==> src/rtl/ws_array_feeder.sv <==
// Weight-stationary PE column feeder: loads one weight per row, then streams
// activation vectors with per-row skew and keeps the column enabled until psums drain.
module ws_array_feeder #(
    parameter int ROWS = 3,
    parameter int DW   = 10,
    parameter int CW   = 8
) (
    input  logic                 sys_clk,
    input  logic                 rst,
    input  logic                 start,
    input  logic [CW-1:0]        num_x,
    input  logic [DW-1:0]        w_data,
    input  logic                 w_valid,
    output logic                 w_ready,
    input  logic [ROWS*DW-1:0]   x_data,
    input  logic                 x_valid,
    output logic                 x_ready,
    output logic [ROWS*DW-1:0]   pe_win,
    output logic [ROWS-1:0]      pe_load_w,
    output logic [ROWS*DW-1:0]   pe_xin,
    output logic                 pe_enable,
    output logic                 busy,
    output logic                 done
);

    localparam int WCW = (ROWS > 1) ? $clog2(ROWS) : 1;
    localparam int DCW = (2*ROWS-1 > 1) ? $clog2(2*ROWS-1) : 1;
    localparam logic [WCW-1:0] LAST_BEAT  = WCW'(ROWS-1);
    localparam logic [DCW-1:0] LAST_DRAIN = DCW'(2*ROWS-2);

    typedef enum logic [2:0] {
        S_IDLE,
        S_LOAD_W,
        S_STREAM,
        S_DRAIN,
        S_DONE
    } state_t;

    state_t               r_state;
    logic [CW-1:0]        r_num_x;
    logic [CW-1:0]        r_xcnt;
    logic [WCW-1:0]       r_wcnt;
    logic [DCW-1:0]       r_dcnt;
    logic [ROWS*DW-1:0]   r_win;
    logic [ROWS-1:0]      r_load_w;
    logic                 r_w_ready;
    logic                 r_x_ready;
    logic                 r_pe_enable;
    logic                 r_busy;
    logic                 r_done;

    logic                 w_x_accept;
    logic                 w_x_last;
    logic [ROWS*DW-1:0]   w_inject;

    assign w_x_accept = x_valid & r_x_ready;
    // Compare one bit wider so num_x = 2^CW-1 never aliases to zero.
    assign w_x_last   = ({1'b0, r_xcnt} + 1'b1) == {1'b0, r_num_x};
    assign w_inject   = w_x_accept ? x_data : '0;

    // Control outputs are flops updated together with the state transition.
    always_ff @(posedge sys_clk) begin
        if (rst) begin
            r_state     <= S_IDLE;
            r_num_x     <= '0;
            r_xcnt      <= '0;
            r_wcnt      <= '0;
            r_dcnt      <= '0;
            r_win       <= '0;
            r_load_w    <= '0;
            r_w_ready   <= 1'b0;
            r_x_ready   <= 1'b0;
            r_pe_enable <= 1'b0;
            r_busy      <= 1'b0;
            r_done      <= 1'b0;
        end else begin
            // NOTE: defaults first with <=; later assignments in this block win, giving one-cycle strobes.
            r_load_w <= '0;
            r_done   <= 1'b0;
            case (r_state)
                S_IDLE: begin
                    if (start) begin
                        r_num_x   <= num_x;
                        r_wcnt    <= '0;
                        r_w_ready <= 1'b1;
                        r_busy    <= 1'b1;
                        r_state   <= S_LOAD_W;
                    end
                end
                S_LOAD_W: begin
                    if (w_valid) begin
                        for (int k = 0; k < ROWS; k++) begin
                            if (r_wcnt == WCW'(k)) begin
                                r_win[k*DW +: DW] <= w_data;
                                r_load_w[k]       <= 1'b1;
                            end
                        end
                        r_wcnt <= r_wcnt + 1'b1;
                        if (r_wcnt == LAST_BEAT) begin
                            r_w_ready <= 1'b0;
                            if (r_num_x != '0) begin
                                r_xcnt      <= '0;
                                r_x_ready   <= 1'b1;
                                r_pe_enable <= 1'b1;
                                r_state     <= S_STREAM;
                            end else begin
                                r_done  <= 1'b1;
                                r_state <= S_DONE;
                            end
                        end
                    end
                end
                S_STREAM: begin
                    if (w_x_accept) begin
                        r_xcnt <= r_xcnt + 1'b1;
                        if (w_x_last) begin
                            r_x_ready <= 1'b0;
                            r_dcnt    <= '0;
                            r_state   <= S_DRAIN;
                        end
                    end
                end
                S_DRAIN: begin
                    r_dcnt <= r_dcnt + 1'b1;
                    if (r_dcnt == LAST_DRAIN) begin
                        r_pe_enable <= 1'b0;
                        r_done      <= 1'b1;
                        r_state     <= S_DONE;
                    end
                end
                S_DONE: begin
                    r_busy  <= 1'b0;
                    r_state <= S_IDLE;
                end
                default: begin
                    r_state <= S_IDLE;
                end
            endcase
        end
    end

    // Lane r is delayed by r+1 registers; zeros shift in whenever nothing is accepted.
    for (genvar r = 0; r < ROWS; r++) begin : g_lane
        logic [DW-1:0] r_line [0:r];

        always_ff @(posedge sys_clk) begin
            if (rst) begin
                // NOTE: the skew registers are cleared on reset so an aborted pass leaves no data behind.
                for (int d = 0; d <= r; d++) begin
                    r_line[d] <= '0;
                end
            end else begin
                r_line[0] <= w_inject[r*DW +: DW];
                for (int d = 1; d <= r; d++) begin
                    r_line[d] <= r_line[d-1];
                end
            end
        end

        assign pe_xin[r*DW +: DW] = r_line[r];
    end

    assign w_ready   = r_w_ready;
    assign x_ready   = r_x_ready;
    assign pe_win    = r_win;
    assign pe_load_w = r_load_w;
    assign pe_enable = r_pe_enable;
    assign busy      = r_busy;
    assign done      = r_done;

endmodule

==> config.mk <==
export PLATFORM = sky130hd
export DESIGN_NAME = ws_array_feeder
export DESIGN_NICKNAME = d
export VERILOG_FILES = /design/src/rtl/ws_array_feeder.sv
export SDC_FILE = /design/constraint.sdc
export NUM_CORES = 1
export LEC_CHECK = 0
export CORE_AREA = 2 2 89 156
export DETAILED_ROUTE_END_ITERATION = 8
export DIE_AREA = 0 0 91 158
export PLACE_DENSITY = 0.57
export SLEW_MARGIN = 30
export SYNTH_ARGS = -nofsm -noshare
export SYNTH_HDL_FRONTEND = slang
export SYNTH_SLANG_ARGS = --single-unit
export TNS_END_PERCENT = 1
==> constraint.sdc <==
create_clock -name sys_clk -period 2.4 [get_ports sys_clk]
set_input_delay 0.72 -clock sys_clk [delete_from_list [all_inputs] [get_ports sys_clk]]
set_output_delay 0.72 -clock sys_clk [all_outputs]
set_load 0.005 [all_outputs]
# After elaboration in Yosys (flattened, before gate mapping)
# Memories as Yosys holds them, arrays and structs flattened.
# Index checks and enable logic that the tools add are counted.
# op_classes
n_addsub,4
muxes,51
n_bitwise,8
reduce_logical,22
n_eq_ne,15
# op_table
op,n
$mux 10,6
$mux 8,4
$mux 30,1
$mux 3,9
$mux 1,20
$pmux 8 s2,1
$reduce_and 3->1,5
$ne 2x2->1 const B,7
$pmux 3 s4,1
$reduce_and 6->1,2
$pmux 1 s2,5
$reduce_and 5->1,2
$reduce_bool 2->1,5
$reduce_or 10->1,1
$add 8x1->9 const B,1
$eq 9x8->1,1
$add 8x1->8 const B,1
$reduce_bool 8->1,1
$eq 3x2->1 const B,2
$eq 3x3->1 const B,2
$pmux 3 s2,1
$or 1x1->1,5
$mux 2,2
$pmux 2 s2,1
12 further kinds,14
# totals
ram_bits,60
reg_bits,62
input_bits,53
out_inout_bits,68
wordCells,117
n_memories,3
# memory_table
name,words,width,read_ports,rd_ports_with_merged_regs,write_ports,line_no,rtl
g_lane[2].r_line,3,10,3,0,3,144,logic [DW-1:0] r_line [0:r];
g_lane[1].r_line,2,10,2,0,2,144,
g_lane[0].r_line,1,10,1,0,1,144,

# Logic depth before layout (Yosys ltp)
# depth
depth_word,5
ltp_mapped,7
depth_no_buf,7

# Worst setup path before layout
# Ideal clock, no wire load.
# synth_path
path_type,input-to-reg
from,input port w_valid
to,register r_w_ready (netlist: w_ready)
path_buffers,2
t_required_ns,2.272
slack_ns,0.575
stages,6
setup_ns,0.128
t_arrival_ns,1.698
path_cell_list,nor4bb_1 > clkbuf_1 > nand2_1 > clkbuf_1 > a21oi_1 > nor2_1
# synth_via
elab_chain_cells,2
# synth_lines
element,line_no,rtl
start: declaration,13,"input logic w_valid,"
$ne 2x2->1 (no source line),n/a,
$reduce_and 4->1 (no source line),n/a,
end signal: assignment,71,r_w_ready <= 1'b0;
end signal: assignment,85,r_w_ready <= 1'b1;
end signal: assignment,100,r_w_ready <= 1'b0;
end: declaration,46,logic r_w_ready;
# Every way passes these cells.
# A chain may end at the register's enable or synchronous reset.

# Worst setup path after layout
# layout_path
from,input port w_valid
to,register r_win[15] (netlist: pe_win[15])
# layout_via
elab_chain_cells,1
# layout_lines
element,line_no,rtl
$reduce_and 3->1 (no source line),n/a,
end signal: indexed assignment,94,r_win[k*DW +: DW] <= w_data;
end: declaration,44,logic [ROWS*DW-1:0] r_win;
# Every way passes these cells.

==> flow_metrics.tcl <==
set metrics [dict create \
    status "finished clean" \
    end_kind "flop" \
    period_minus_slack_ns 2.09 \
    cts_setup_buffers 0 \
    hold_violations 0 \
    clock-sinks 122 \
    async_reset_ff_share_pct 0 \
    synth.net_count 555 \
    cts_hold_buf 0 \
    final_nets 651 \
    finalCritPeriodShare_pct 87.0 \
    hold_ws_ns 0.431 \
    ant_nets 0 \
    grt.total_usage_pct 16.5 \
    die_area_um2 14400 \
    antenna_found_initial 0 \
    skew_ns 0.00848 \
    synth_area_per_cell_um2 9.11 \
    fillCellCount 1318 \
    placed_cell_area_um2 5760 \
    drt-initial-drc-count 172 \
    routed_wirelength_um 11600 \
    grt_pass1_wl_um 18600 \
    arrival_ns 2.36 \
    r2r_setup_slack_ns 0.35 \
    final_cell_count_no_fill 779 \
    cp-start-kind "input pin" \
    port_buffers 120 \
    first_global_vias 3648 \
    critical_path_class "in -> reg" \
    rsz0062_at_grt "false" \
    die_y_um 158 \
    drv_cap 0 \
    core_um2 13200 \
    max-slew-margin-rel_pct 63.3 \
    placedCellCount 747 \
    cts_root_buf "clkbuf_16" \
    yosysWarnings 0 \
    syn_inst 496 \
    critPathRequiredTime_ns 2.68 \
    hold_path_startpoint "g_lane[1].r_line[0][8]" \
    ir_drop_v 0.000550 \
    vias 3725 \
    rr_startpoint "r_xcnt[0]" \
    drt_pre_antenna_iters 4 \
    switching_share_pct 24.2 \
    routabilityCongestion 0.814 \
    pwr-share-clk_pct 49.4 \
    crit_fanout 23 \
    seq_area_um2 2440 \
    grt_max_degree 93 \
    drc 0 \
    syn-cell-area_um2 4520 \
    syn2layout_area_growth_pct 39.4 \
    ys_seq_elements 122 \
    worstMarginPinSlew_ns 0.550 \
    cts_max_level 4 \
    vias_per_cell 4.78 \
    critPathLaunch "w_valid" \
    cts_buffers 17 \
    pwr-share-seq_pct 44.3 \
    synth-edff-count 0 \
    synth_top_area_share_pct 54.0 \
    synthFlopType "dfxtp_1" \
    fmax_mhz 479 \
    cts_tree "yes" \
    switching_power_mw 1.13 \
    final_common_cell "dfxtp_1" \
    setup_ws_ns 0.313 \
    hpwl_um 8270 \
    die_x_um 91 \
    slew_viol_final 0 \
    p_comb_share_pct 6.2 \
    synth_area_leader_cell "dfxtp_1" \
    dp_slack_ns -0.0951 \
    cts_buffer_depth 2 \
    clk_pin_slew_ns 0.06 \
    ios 121 \
    netlist_top_cells_area "dfxtp_1 (54%), nand2_1 (6.2%), a21oi_1 (5.5%), nor2b_1 (4.4%), and3_1 (4.3%)" \
    setup_viol 0 \
    hp-class "reg -> reg" \
    multi_input_area_um2 1800 \
    yosysSeqAreaShare_pct 54.0 \
    post_cts_resize_count 0 \
    clk_latency_ns 0.41 \
    grt.overflow.total 0 \
    power_mw 4.68 \
    diodes 0 \
    drive_gt1_share_pct 8.10 \
    mostFrequentLayoutCells "dfxtp_1 (122), clkdlybuf4s50_1 (119), nand2_1 (75)" \
    fin_area_um2 6300 \
    p_leak_nw 2.38 \
    rows 56 \
    routedWlPerCell_um 14.8 \
    ys_types 46 \
    initial_utilization_pct 34.3 \
    powerDensity_nw_per_um2 742 \
    intPower_mw 3.54 \
]
## cells in the mapped netlist (all sizes together), types with 2 or more instances
cell      n
buf      25
nand2    75
nor2     19
nand3    25
a21oi    50
nor4      3
a311oi    8
a31o      2
o21ai     5
and3     31
mux2i     2
ha        6
nand3b    2
clkbuf   27
o211ai    2
nor3     14
inv       5
and2      5
o2111a    2
xnor2     7
xor2      4
a31oi     5
dfxtp   122
nand2b    2
nor2b    32
## critical path: stages
cell and delay [ns]:
clkdlybuf4s50_1 0.47, nor4bb_4 0.32, buf_4 0.30, nand2_1 0.30
nand2_1 0.17, a21oi_1 0.08
## layer usage
layer	part of all wire (%)	track usage, %
met5	0	0
met4	2.2	7.65
met3	6.0	5.38
met2	56	31.9
met1	35	15.6
## cell type report
type | count | area share [%]
multi-input combinational | 316 | 28.6
tap | 174 | 3.45
clock buffer | 18 | 6.81
timing repair buffer | 129 | 20.3
inverter | 6 | 0.357
clock inverter | 14 | 1.79
sequential | 122 | 38.8
## per-stage QoR
step                      setup TNS (ns)  utilization (%)
after floorplan                        0                -
after detailed placement           -1.69             43.7
after global routing                   0             47.8
final                                  0             47.8
after CTS                              0             47.8
after global placement            -0.945             43.7
## power groups by stage
stage / clock network [mW] / registers [mW] / logic (mW)
6_report: 2.31 / 2.07 / 0.291
3_3_place_gp: 0 / 2.12 / 0.288
4_1_cts: 2.38 / 2.07 / 0.294
5_1_grt: 2.48 / 2.08 / 0.315
3_5_place_dp: 0 / 2.12 / 0.293
2_1_floorplan: 0 / 2.11 / 0.130
## cells by family (layout without fill, tap and decap cells)
| kind of cell | after synthesis | after routing | share of synthesized area [%] |
|---|---|---|---|
| AOI/OAI and AO/OA | 81 | 81 | 10.8 |
| xor gates and xnor gates | 11 | 11 | 2.13 |
| adders and majority gates | 6 | 6 | 1.66 |
| buffers and inverters | 58 | 167 | 6.56 |
| DFF | 122 | 122 | 54.0 |
| muxes | 2 | 2 | 0.443 |
| and+or+nand+nor | 216 | 216 | 24.3 |
## path summary, 6_finish.rpt
path / endpoint / depth (start not counted)
hold / removal: g_lane[1].r_line[0][18] / 1
setup reg to reg: x_ready / 6
hold reg to reg: g_lane[1].r_line[0][18] / 1
setup / recovery: pe_win[15] / 6
## state kept, by name (all words and copies together), names as in the netlist
name / cells
pe_load_w: 3
pe_win: 30
busy: 1
r_num_x: 8
r_state: 3
g_lane.r_line: 60
x_ready: 1
w_ready: 1
done: 1
r_wcnt: 2
pe_enable: 1
r_dcnt: 3
r_xcnt: 8
(Power assumes the default switching activity.)
